File: src/rtl/debug_unit_pkg.sv
// Shared encodings for the host-side pipeline debug controller.
// States, host command bytes and dump layout constants.
package debug_unit_pkg;

    typedef enum logic [3:0] {
        S_IDLE,
        S_LOAD_CNT,
        S_LOAD_BYTE,
        S_LOAD_WRITE,
        S_ACK,
        S_ACK_WAIT,
        S_RUN,
        S_STEP,
        S_DUMP_ADDR,
        S_DUMP_WAIT,
        S_DUMP_SEND
    } state_t;

    localparam logic [7:0] CMD_LOAD = 8'h4C;
    localparam logic [7:0] CMD_RUN  = 8'h43;
    localparam logic [7:0] CMD_STEP = 8'h53;
    localparam logic [7:0] CMD_DUMP = 8'h44;
    localparam logic [7:0] ACK_BYTE = 8'h4B;

    localparam logic [31:0] MEM_BASE = 32'h0;

    localparam int DEF_N_REGS      = 32;
    localparam int DEF_N_MEM_WORDS = 16;

    function automatic int dump_bytes(input int n_regs, input int n_mem,
                                      input int bytes_per_word);
        return bytes_per_word * (n_regs + n_mem);
    endfunction

    localparam int DUMP_BYTES = dump_bytes(DEF_N_REGS, DEF_N_MEM_WORDS, 4);

endpackage

File: src/rtl/du_word_serializer.sv
// Sends one word to the UART transmitter, MSB byte first,
// waiting for tx_done after every byte before launching the next.
module du_word_serializer #(
    parameter int NB_REG  = 32,
    parameter int NB_BYTE = 8
) (
    input  logic               clk,
    input  logic               reset,
    input  logic               load,
    input  logic [NB_REG-1:0]  word,
    input  logic               tx_done,
    output logic [NB_BYTE-1:0] tx_data,
    output logic               tx_start,
    output logic               busy,
    output logic               last
);
    localparam int BPW = NB_REG / NB_BYTE;
    localparam int BW  = $clog2(BPW);

    logic [NB_REG-1:0] sreg;
    logic [BW-1:0]     idx;
    logic              pend;

    assign tx_start = busy && !pend;
    assign tx_data  = sreg[NB_REG-1 -: NB_BYTE];
    assign last     = pend && tx_done && (idx == BW'(BPW - 1));

    always_ff @(posedge clk) begin
        if (reset) begin
            sreg <= '0;
            idx  <= '0;
            pend <= 1'b0;
            busy <= 1'b0;
        end else if (load && !busy) begin
            sreg <= word;
            idx  <= '0;
            busy <= 1'b1;
        end else if (tx_start) begin
            pend <= 1'b1;
        end else if (pend && tx_done) begin
            pend <= 1'b0;
            if (idx == BW'(BPW - 1)) begin
                busy <= 1'b0;
            end else begin
                idx  <= idx + 1'b1;
                sreg <= sreg << NB_BYTE;
            end
        end
    end

endmodule

File: src/rtl/debug_unit.sv
// Host command decoder driving the pipeline debug port:
// program load, run, single step and register/memory dump over UART.
module debug_unit
    import debug_unit_pkg::*;
#(
    parameter int NB_REG      = 32,
    parameter int NB_BYTE     = 8,
    parameter int N_REGS      = 32,
    parameter int N_MEM_WORDS = 16
) (
    input  logic               i_clk,
    input  logic               i_reset,
    input  logic [NB_BYTE-1:0] i_rx_data,
    input  logic               i_rx_done,
    output logic [NB_BYTE-1:0] o_tx_data,
    output logic               o_tx_start,
    input  logic               i_tx_done,
    input  logic               i_halt,
    output logic               o_dunit_clk_en,
    output logic               o_dunit_reset_pc,
    output logic               o_dunit_w_mem,
    output logic [NB_REG-1:0]  o_dunit_addr,
    output logic [NB_REG-1:0]  o_dunit_data_if,
    input  logic [NB_REG-1:0]  i_dunit_reg,
    input  logic [NB_REG-1:0]  i_dunit_mem_data
);
    localparam int N_ITEMS = N_REGS + N_MEM_WORDS;
    localparam int IW      = $clog2(N_ITEMS);
    localparam int BPW     = NB_REG / NB_BYTE;
    localparam int BW      = $clog2(BPW);
    localparam logic [IW-1:0] LAST_ITEM = IW'(N_ITEMS - 1);

    state_t state, next_state;

    logic               reset_pc;
    logic [NB_REG-1:0]  word;
    logic [BW-1:0]      byte_cnt;
    logic [NB_BYTE-1:0] left;
    logic [NB_REG-1:0]  k;
    logic [IW-1:0]      item;

    logic               clk_en, w_mem, ser_load, ack_start;
    logic               ser_start, ser_busy, ser_last;
    logic [NB_BYTE-1:0] ser_data;
    logic               is_reg;
    logic               in_dump;

    assign is_reg  = item < IW'(N_REGS);
    assign in_dump = (state == S_DUMP_ADDR) || (state == S_DUMP_WAIT) ||
                     (state == S_DUMP_SEND);

    always_ff @(posedge i_clk) begin
        if (i_reset) state <= S_IDLE;
        else         state <= next_state;
    end

    always_comb begin
        next_state = state;
        clk_en     = 1'b0;
        w_mem      = 1'b0;
        ser_load   = 1'b0;
        ack_start  = 1'b0;
        unique case (state)
            S_IDLE: begin
                if (i_rx_done) begin
                    unique case (1'b1)
                        i_rx_data == NB_BYTE'(CMD_LOAD): next_state = S_LOAD_CNT;
                        i_rx_data == NB_BYTE'(CMD_RUN):
                            next_state = i_halt ? S_DUMP_ADDR : S_RUN;
                        i_rx_data == NB_BYTE'(CMD_STEP): next_state = S_STEP;
                        i_rx_data == NB_BYTE'(CMD_DUMP): next_state = S_DUMP_ADDR;
                        default: next_state = S_IDLE;
                    endcase
                end
            end
            S_LOAD_CNT: begin
                if (i_rx_done)
                    next_state = (i_rx_data == '0) ? S_IDLE : S_LOAD_BYTE;
            end
            S_LOAD_BYTE: begin
                if (i_rx_done && byte_cnt == BW'(BPW - 1))
                    next_state = S_LOAD_WRITE;
            end
            S_LOAD_WRITE: begin
                w_mem      = 1'b1;
                next_state = (left == NB_BYTE'(1)) ? S_ACK : S_LOAD_BYTE;
            end
            S_ACK: begin
                ack_start  = 1'b1;
                next_state = S_ACK_WAIT;
            end
            S_ACK_WAIT: begin
                if (i_tx_done) next_state = S_IDLE;
            end
            S_RUN: begin
                // halt gates the enable combinationally so no extra cycle slips through
                if (i_halt) next_state = S_DUMP_ADDR;
                else        clk_en     = 1'b1;
            end
            S_STEP: begin
                clk_en     = 1'b1;
                next_state = S_DUMP_ADDR;
            end
            S_DUMP_ADDR: next_state = S_DUMP_WAIT;
            S_DUMP_WAIT: begin
                ser_load   = !ser_busy;
                next_state = S_DUMP_SEND;
            end
            S_DUMP_SEND: begin
                if (ser_last)
                    next_state = (item == LAST_ITEM) ? S_IDLE : S_DUMP_ADDR;
            end
            default: next_state = S_IDLE;
        endcase
    end

    always_ff @(posedge i_clk) begin
        if (i_reset) begin
            reset_pc <= 1'b1;
            word     <= '0;
            byte_cnt <= '0;
            left     <= '0;
            k        <= '0;
            item     <= '0;
        end else begin
            if (state == S_IDLE && i_rx_done) begin
                if (i_rx_data == NB_BYTE'(CMD_LOAD))
                    reset_pc <= 1'b1;
                if (i_rx_data == NB_BYTE'(CMD_RUN) || i_rx_data == NB_BYTE'(CMD_STEP))
                    reset_pc <= 1'b0;
            end
            if (state == S_LOAD_CNT && i_rx_done) begin
                left     <= i_rx_data;
                k        <= '0;
                byte_cnt <= '0;
            end
            if (state == S_LOAD_BYTE && i_rx_done) begin
                word     <= {word[NB_REG-NB_BYTE-1:0], i_rx_data};
                byte_cnt <= byte_cnt + 1'b1;
            end
            if (state == S_LOAD_WRITE) begin
                k    <= k + 1'b1;
                left <= left - 1'b1;
            end
            if (state == S_DUMP_SEND && ser_last)
                item <= (item == LAST_ITEM) ? '0 : item + 1'b1;
        end
    end

    always_comb begin
        o_dunit_addr = '0;
        if (state == S_LOAD_WRITE)
            o_dunit_addr = k << 2;
        else if (in_dump && is_reg)
            o_dunit_addr = NB_REG'(item);
        else if (in_dump)
            o_dunit_addr = NB_REG'(MEM_BASE) + (NB_REG'(item - IW'(N_REGS)) << 2);
    end

    du_word_serializer #(
        .NB_REG (NB_REG),
        .NB_BYTE(NB_BYTE)
    ) u_ser (
        .clk     (i_clk),
        .reset   (i_reset),
        .load    (ser_load),
        .word    (is_reg ? i_dunit_reg : i_dunit_mem_data),
        .tx_done (i_tx_done),
        .tx_data (ser_data),
        .tx_start(ser_start),
        .busy    (ser_busy),
        .last    (ser_last)
    );

    assign o_tx_start       = ser_start | ack_start;
    assign o_tx_data        = (state == S_ACK) ? NB_BYTE'(ACK_BYTE) : ser_data;
    assign o_dunit_clk_en   = clk_en;
    assign o_dunit_reset_pc = reset_pc;
    assign o_dunit_w_mem    = w_mem;
    assign o_dunit_data_if  = (state == S_LOAD_WRITE) ? word : '0;

endmodule

File: config.mk
export PLATFORM = sky130hd
export DESIGN_NAME = debug_unit
export DESIGN_NICKNAME = d
export VERILOG_FILES = /design/src/rtl/debug_unit_pkg.sv /design/src/rtl/du_word_serializer.sv /design/src/rtl/debug_unit.sv
export SDC_FILE = /design/constraint.sdc
export NUM_CORES = 1
export LEC_CHECK = 0
export BUFFER_PORTS_ARGS = -buffer_cell sky130_fd_sc_hd__buf_2
export CORE_ASPECT_RATIO = 0.6
export CORE_MARGIN = 2
export CORE_UTILIZATION = 32
export CTS_CLUSTER_DIAMETER = 80
export CTS_CLUSTER_SIZE = 10
export DETAILED_ROUTE_END_ITERATION = 8
export GPL_TIMING_DRIVEN = 0
export PLACE_DENSITY_LB_ADDON = 0.2
export SETUP_SLACK_MARGIN = 0.3
export SYNTH_ARGS = -nofsm -noshare
export SYNTH_HDL_FRONTEND = slang
export SYNTH_HIERARCHICAL = 1
export SYNTH_SLANG_ARGS = --single-unit
File: constraint.sdc
create_clock -name i_clk -period 2.8 [get_ports i_clk]
set_input_delay 0.42 -clock i_clk [delete_from_list [all_inputs] [get_ports i_clk]]
set_output_delay 0.42 -clock i_clk [all_outputs]
set_load 0.02 [all_outputs]
=== Yosys cells after proc, flatten, opt, wreduce, memory -nomap -nowiden ===
Index checks and enable logic that the tools add are counted.

* Register bits after elaboration: 121
* Output and inout bits: 76

* Multiplexer cells: 42
* Equality and inequality tests: 26
* Add/sub/neg operators: 6
* Reduce and logical (&&, ||, !) cells: 30
* Magnitude comparators: 1
* Bitwise gates (word level): 4

{| class="wikitable"
|+ Operators with widths
! cell !! count
|-
| 2-to-1 mux 32 bit || 11
|-
| case mux 4 bit (11 select lines) || 1
|-
| adder 32 x 1 -> 32 bit, second input constant || 1
|-
| == test 8 x 7 -> 1 bit, second input constant || 4
|-
| 2-to-1 mux 4 bit || 8
|-
| 2-to-1 mux 8 bit || 3
|-
| == test 4 x 3 -> 1 bit, second input constant || 4
|-
| case mux 4 bit (4 select lines) || 1
|-
| != test 2 bit, second input constant || 7
|-
| == test 4 bit, second input constant || 3
|-
| 2-to-1 mux 1 bit || 12
|-
| nonzero test 2 bit || 6
|-
| logical AND 1 bit || 10
|-
| AND reduction 3 bit || 3
|-
| == test 4 x 2 -> 1 bit, second input constant || 2
|-
| == test 8 x 1 -> 1 bit, second input constant || 1
|-
| logical NOT 8 bit || 1
|-
| subtractor 8 x 1 -> 8 bit, second input constant || 1
|-
| subtractor 6 x 6 -> 7 bit, second input constant || 1
|-
| adder 6 x 1 -> 6 bit, second input constant || 1
|-
| == test 6 bit, second input constant || 1
|-
| less-than comparator 6 bit, second input constant || 1
|-
| 2-to-1 mux 2 bit || 3
|-
| 2-to-1 mux 6 bit || 1
|-
| other kinds (14) || 22
|}

=== Logic depth before layout (Yosys ltp) ===
Gate-level depths: netlist of the first run.

* Depth after elaboration: 6
* Depth in mapped cells: 8
* Mapped depth without buffers: 6

=== By module ===
Netlist of the first run, hierarchy kept.

{| class="wikitable"
|+ Modules (own cells, without submodules)
! module !! area an instance (um^2) !! sequential area each (um^2) !! cells each !! instances
|-
| debug_unit || 4818.4 || 1661.6 || 618 || 1
|-
| du_word_serializer || 1786.7 || 720.7 || 197 || 1
|}

=== Worst setup path after synthesis of the first run ===
OpenSTA, ideal clock, no wires.

* Path type: register to output
* From: reg state[0]
* To: out o_dunit_addr[2]
* Path buffers: 3
* Setup slack: 0.667 ns
* Arrival: 1.713 ns
* Cell stages (with the launch flop): 8
* Cell sequence: dfxtp_1 -> buf_6 -> nand4bb_4 -> inv_1 -> clkbuf_1 -> clkbuf_1 -> nand2_1 -> o21ai_0

* Longest elaborated chain between the ends: 6
* Elaborated cells on any way between the ends: 10
* Those cells by class: 4 x eq/ne; 3 x mux; 3 x reduce/logical

{| class="wikitable"
|+ Ends and longest elaborated chain
! what !! RTL line !! RTL
|-
| from (decl) || debug_unit.sv:33 || <nowiki>state_t state, next_state;</nowiki>
|-
| from (signal assigned) || debug_unit.sv:54 || <nowiki>else state <= next_state;</nowiki>
|-
| == test 4 bit || debug_unit.sv:49 || <nowiki>assign in_dump = (state == S_DUMP_ADDR) || (state == S_DUMP_WAIT) ||</nowiki>
|-
| logical OR 1 bit (2 in a row) || debug_unit.sv:49 ||
|-
| 2-to-1 mux 32 bit or logical AND 1 bit (tied branches) || debug_unit.sv:156, debug_unit.sv:154 ||
|-
| 2-to-1 mux 32 bit || debug_unit.sv:154 || <nowiki>else if (in_dump && is_reg)</nowiki>
|-
| 2-to-1 mux 32 bit (*) || debug_unit.sv:152 || <nowiki>if (state == S_LOAD_WRITE)</nowiki>
|-
| to (decl) || debug_unit.sv:22 || <nowiki>output logic [NB_REG-1:0] o_dunit_addr,</nowiki>
|}

Every way passes the cells marked *; elsewhere a longest branch is shown, timed or not.

=== Final worst setup path of the first run ===
* From: reg state[3]
* To: out o_dunit_addr[5]

The elaborated chain is that of the path after synthesis.

==> results of run 1 <==
[what timing repair did]
action,4_1_cts,5_1_grt
hold endpoints to repair,0,0
setup endpoints to repair,68,54
gates resized for setup,14,11
setup buffers,2,0
hold buffers,0,0
[registers in the layout, indices dropped and copies added, names as in the netlist]
name              count
word                 32
left                  8
state                 4
o_dunit_reset_pc      1
item                  6
u_ser/sreg           32
byte_cnt              2
u_ser/busy            1
u_ser/pend            1
u_ser/idx             2
k                    30
[cells in the final DEF (no fill, tap or decap), types with 4 or more instances in the layout]
cell / instances
buf_2: 168
nand2_1: 128
dfxtp_1: 118
a21oi_1: 88
nor2_1: 65
and2_1: 58
mux2_2: 40
nand3_1: 28
clkbuf_1: 27
a21oi_2: 19
a211oi_2: 18
clkbuf_16: 17
o21ai_0: 14
nand4_1: 13
and3_1: 12
buf_4: 12
inv_1: 11
or3_1: 11
nor3_1: 9
nor2b_1: 9
or2_2: 8
a211oi_1: 8
a31oi_1: 7
clkbuf_2: 7
o211ai_1: 7
mux2i_1: 6
ha_1: 6
bufinv_16: 6
nand2b_1: 5
a22o_1: 4
nor4_1: 4
[worst min-delay path, stage by stage]
cell and delay (ns):
buf_2 0.15, nand2_1 0.07, a21oi_1 0.05
[cell families after synthesis]
| logic type | after synthesis | share of synthesized area [%] |
|---|---|---|
| XOR/XNOR | 6 | 0.7958 |
| AO/OA/AOI/OAI | 182 | 18.75 |
| flip-flops | 119 | 36.07 |
| AND/OR/NAND/NOR | 375 | 29.17 |
| adder cells (fa/ha/maj) | 6 | 1.137 |
| buffers and inverters | 81 | 6.346 |
| multiplexers | 46 | 7.729 |
[per-stage QoR]
| step | hold slack [ns] | area (um^2) | instances |
|---|---|---|---|
| floorplan | 0.4317 | 6605 | 815 |
| global placement | 0.4393 | 7702 | 1239 |
| detailed placement | 0.4432 | 7702 | 1239 |
| CTS | 0.3010 | 8438 | 1273 |
| global route | 0.3088 | 8454 | 1273 |
| finish | 0.3239 | 8454 | 1273 |
[per-layer routing]
metal / share of wire [%] / track usage, % / wire (um) / vias to the layer above
li1: - / - / - / 3194
met3: 5.9 / 4.579 / 1233 / 16
met2: 38 / 25.15 / 7835 / 194
met4: 0.87 / 5.168 / 182 / 0
met5: 0 / 0 / 0 / -
met1: 56 / 29.88 / 11580 / 2951
[layout make-up]
type,instances,share of cell area (%)
repair buffers,153,9.264
plain buffers,69,4.854
well taps,273,4.040
flip-flops and latches,119,28.19
multi-input cells,615,45.03
clock buffers,20,5.402
clock inverters,12,2.634
inverters,12,0.5772
[final timing paths]
check,from,end,depth (start not counted)
hold / removal,i_rx_data[0],word[0]$_SDFFE_PP0P_,3
hold reg to reg,word[27]$_SDFFE_PP0P_,word[27]$_SDFFE_PP0P_,2
setup reg to reg,state[0]$_SDFFE_PP0P_,k[11]$_SDFFE_PP0P_,7
setup / recovery,state[3]$_SDFFE_PP0P_,o_dunit_addr[5],6
[power groups by stage]
stage | logic (mW) | clock network [mW] | registers, mW
3_5_place_dp | 0.157 | 0 | 1.73
2_1_floorplan | 0.0669 | 0 | 1.73
3_3_place_gp | 0.157 | 0 | 1.73
5_1_grt | 0.173 | 2.65 | 1.70
6_report | 0.159 | 2.54 | 1.70
4_1_cts | 0.158 | 2.57 | 1.70
==> impl_metrics.csv, run 1 <==
group,metric,value,unit
status,status,"complete, no violations",
sta,post-route-period-util,87.52,%
place,post-place-ws,0.006029,ns
worst_setup_path,setup.worst_path.start_class,"register",
yosys,ys_ff_latch,119,
floorplanning,coreArea,20120,um^2
detailed_routing,avgRoutedWirePerCell,16.36,um
floorplanning,die_w,189.5,um
pwr,p_leak,3.363,nW
detailed_routing,first_pass_iters,5,
worst_setup_path,worst-path-buf-inv,4,
worst_setup_path,critPathMaxFanout,10,
sta,worstMarginPinSlew,0.8676,ns
floorplanning,die_area,21840,um^2
global_route,grt_pass1_wl,31620,um
global_route,grt_max_degree,17,
sta,final.min_clock_period,2.451,ns
worst_setup_path,crit_required,2.38,ns
detailed_routing,wl,20830,um
clocking,ctsHtreeMaxLevel,4,
pwr,pwr-share-comb,3.6,%
yosys,synth_flop_cell,"dfxtp_1",
yosys,synth.most_common_cell,"nand2_1",
floorplanning,rows,40,
worst_setup_path,crit_path_max_incr_delay,0.40,ns
yosys,syn-cell-area,6605,um^2
floorplanning,initial_utilization,32.83,%
min_path,hold_path_class,"in -> reg",
pwr,power,4.390,mW
sta,fmax,408.1,MHz
worst_setup_path,cp_cell_sequence,"nand4bb_4, clkinvlp_4, buf_12, clkbuf_2, a32o_1, buf_2",
sta,slew_violations,0,
sta,slew_headroom,41.71,%
clocking,path_clk_slew,0.06,ns
finish,area_growth,28.00,%
yosys,synth_top_area_cell,"dfxtp_1",
detailed_routing,vias,6355,
finish,layout-drive-gt1-share,32.60,%
yosys,synth_edf_count,0,
pwr,p_switching,0.9118,mW
floorplanning,die_h,115.3,um
job,max_cap_viol_count,0,
place,dp.final_hpwl,15860,um
finish,diodes,0,
sta,final.setup_skew,0.007536,ns
sta,rsz0062_at_grt,"true",
global_route,overflow,0,
clocking,cts_root_buf,"clkbuf_16",
finish,multiInputGateArea,3807,um^2
worst_setup_path,rrSetupSlack,0.52,ns
detailed_routing,postRouteAntennaNets,0,
place,gp_congestion,0.8560,
detailed_routing,drt-vias-per-instance,4.992,
clocking,cts.sinks,119,
yosys,synth_top_cells_by_count,"128 x nand2_1, 119 x dfxtp_1, 89 x a21oi_1",
sta,hold_viol,0,
clocking,cts_buffer_depth,2,
finish,fillers,2129,
worst_setup_path,slowest_stage,"dfxtp_1",
global_route,grt_util_all_layers,19.04,%
pwr,seqPwrFrac,38.6,%
clocking,cts-buffers-inserted,17,
yosys,yosys_warnings,6,
pwr,pwr-share-clk,57.8,%
worst_setup_path,cpLargestDelayFamily,"buffers and inverters",
detailed_routing,drc,0,
finish,final_util,42.02,%
finish,area.sequential,2384,um^2
floorplanning,io_pins,153,
clocking,clk_latency,0.42,ns
global_route,grt_pass1_vias,5621,
sta,fin_ws,0.3494,ns
yosys,synth_nets,898,
yosys,yosysSeqAreaShare,36.07,%
yosys,synth.top_cells.by_area,"dfxtp_1 36%, nand2_1 7.3%, mux2_2 6.8%",
yosys,postSynth.asyncResetShare,0,%
clocking,cts_tree,"yes",
finish,final_nets,1070,
yosys,netlist.area_leader.share,36.07,%
yosys,synth_cell_types,62,
pwr,power.internal,3.478,mW
detailed_routing,drt_iter0_markers,557,
worst_setup_path,arrival,2.03,ns
sta,finalSetupTns,0,ns
pwr,max-vdd-ir-drop,395.3,uV
global_route,antenna_found_initial,0,
pwr,swShare,20.77,%
yosys,avgSynthCellArea,8.104,um^2
yosys,syn_inst,815,
place,io_buffers,151,
worst_setup_path,end_kind,"output port",
sta,setup_viol,0,
worst_setup_path,worstSetupPathType,"reg -> out",
pwr,powerDensity,519.3,nW/um^2
No activity file was read; power rests on OpenSTA's default activity.
==> run 2, diff against run 1 <==
CAP_MARGIN = 10   (was default)
CORE_ASPECT_RATIO = 0.5   (was 0.6)
==> run 2 against run 1 <==
Against the previous run: count of clock-buffer cells in the layout unchanged; core utilization decreased by 0.75 points; via count is 1.0% lower; clock skew barely moved; design area decreased by 0.33%; clock power shrank 4%.
==> impl_metrics.csv, run 2 (synthesized netlist as in run 1, its figures left out) <==
group,metric,value,unit
sta,final.min_clock_period,2.369,ns
sta,slew_headroom,50.19,%
floorplanning,die_area,21880,um^2
floorplanning,coreArea,20420,um^2
worst_setup_path,worstSetupPathType,"reg -> out",
finish,diodes,0,
sta,worstMarginPinSlew,0.7471,ns
place,dpl.cell_count,1239,
pwr,pwr-share-clk,56.8,%
clocking,cts_buffer_depth,2,
clocking,ctsHtreeMaxLevel,4,
global_route,grt-busiest-layer,"met2",
finish,reg_top3,"u_ser/sreg x32, word x32, k x30",
global_route,use_met2,28.21,%
floorplanning,rows,37,
clocking,cts_hold_buf,0,
floorplanning,initial_utilization,32.35,%
detailed_routing,wl,19540,um
pwr,swShare,20.94,%
sta,fmax,422.1,MHz
finish,area_growth,27.58,%
pwr,seqPwrFrac,39.6,%
place,dp.final_hpwl,14310,um
clocking,path_clk_slew,0.05,ns
global_route,met1_usage,25.12,%
pwr,power.internal,3.388,mW
global_route,overflow,0,
pwr,power,4.285,mW
clocking,cts.sinks,119,
status,status,"complete, no violations",
pwr,powerDensity,508.5,nW/um^2
pwr,p_switching,0.8974,mW
sta,post-route-period-util,84.61,%
finish,final_cell_area,8427,um^2
job,max_cap_viol_count,0,
detailed_routing,drt_iter0_markers,337,
clocking,cts-buffers-inserted,17,
sta,finalSetupTns,0,ns
finish,fillers,2139,
global_route,grt_pass1_vias,6002,
worst_setup_path,end_kind,"output port",
worst_setup_path,crit_required,2.38,ns
worst_setup_path,rrSetupSlack,0.54,ns
detailed_routing,first_pass_iters,4,
worst_setup_path,setup.worst_path.start_class,"register",
global_route,grt_pass1_wl,31600,um
sta,slew_violations,0,
clocking,cts_tree,"yes",
pwr,max-vdd-ir-drop,357.9,uV
clocking,cts_root_buf,"clkbuf_16",
floorplanning,die_h,105.6,um
place,io_buffers,151,
worst_setup_path,critPathMaxFanout,10,
detailed_routing,drc,0,
finish,finalNonFillerCells,1275,
place,gp_congestion,0.8441,
worst_setup_path,arrival,1.95,ns
min_path,hold_path_class,"in -> reg",
sta,final.setup_skew,0.007149,ns
global_route,antenna_found_initial,0,
sta,hold_viol,0,
clocking,clk_latency,0.42,ns
finish,final_cell_mix,"169 x buf_2, 128 x nand2_1, 119 x dfxtp_1",
detailed_routing,avgRoutedWirePerCell,15.32,um
place,postPlaceCellArea,7702,um^2
global_route,grt_max_degree,17,
global_route,grt_util_all_layers,18.10,%
sta,setup_viol,0,
detailed_routing,postRouteAntennaNets,0,
detailed_routing,drt-vias-per-instance,4.933,
detailed_routing,vias,6290,
pwr,pwr-share-comb,3.6,%
global_route,use_met3,4.201,%
finish,final_nets,1072,
finish,final_common_cell,"buf_2",
sta,rsz0062_at_grt,"true",
floorplanning,io_pins,153,
floorplanning,die_w,207.2,um
finish,layout-drive-gt1-share,32.63,%
pwr,p_leak,3.357,nW
run 2: cell types whose count changed in the layout (fill, tap and decap cells not counted):
cell,previous run,this run
inv_6,0,1
buf_8,1,0
dfxtp_1,118,119
dfxtp_2,1,0
buf_4,12,15
bufinv_16,6,5
clkbuf_2,7,6
clkinv_2,2,3
buf_12,3,2
buf_6,3,4
buf_2,168,169
clkinv_4,2,1
run 2: final timing paths:
kind                      endpoint  depth (start not counted)             startpoint
max                o_dunit_addr[8]                          7  state[0]$_SDFFE_PP0P_
min           word[0]$_SDFFE_PP0P_                          3           i_rx_data[0]
max reg2reg     k[28]$_SDFFE_PP0P_                          7  state[0]$_SDFFE_PP0P_
min reg2reg  word[25]$_SDFFE_PP0P_                          2  word[25]$_SDFFE_PP0P_
run 2: worst max-delay path, cell delays in order, from the launching register on:
cell and delay [ns]:
dfxtp_1 0.33, buf_6 0.15, nand4bb_4 0.17, clkinvlp_4 0.14
clkbuf_8 0.18, clkbuf_4 0.20, and2_1 0.18, buf_2 0.17
run 2: through the flow:
stage	util, %	hold slack, ns	setup slack [ns]
5_1_grt	41.28	0.2907	0.2979
2_1_floorplan	-	0.4317	0.6671
3_5_place_dp	37.73	0.4418	0.1397
3_3_place_gp	37.73	0.4402	0.1595
6_report	41.28	0.2976	0.4309
4_1_cts	41.15	0.2804	0.3250
run 2: final cells by class:
| cell class | instances | area, um^2 | area share [%] |
|---|---|---|---|
| multi-input combinational | 615 | 3807 | 45.18 |
| sequential | 119 | 2382 | 28.27 |
| clock buffer | 20 | 456.7 | 5.419 |
| buffer | 69 | 406.6 | 4.826 |
| tap | 273 | 341.6 | 4.053 |
| inverter | 12 | 48.80 | 0.5791 |
| clock inverter | 12 | 197.7 | 2.346 |
| timing repair buffer | 155 | 785.8 | 9.324 |
run 2: power by group through the flow:
stage / Sequential, mW / Clock, mW / Combinational, mW
finish: 1.70 / 2.44 / 0.154
global route: 1.70 / 2.56 / 0.171
CTS: 1.70 / 2.49 / 0.156
detailed placement: 1.73 / 0 / 0.154
global placement: 1.73 / 0 / 0.154
floorplan: 1.73 / 0 / 0.0669
run 2: repair_timing:
item                                    4_1_cts  5_1_grt
endpoints found under the setup margin       59       58
buffers inserted                              2        2
gates resized for setup                      14       10
run 2: metal layers:
metal / wire length [um] / vias to the layer above
met4: 137 / 0
met2: 8785 / 144
met1: 9718 / 2945
met5: 0 / -
met3: 896 / 10
li1: - / 3191
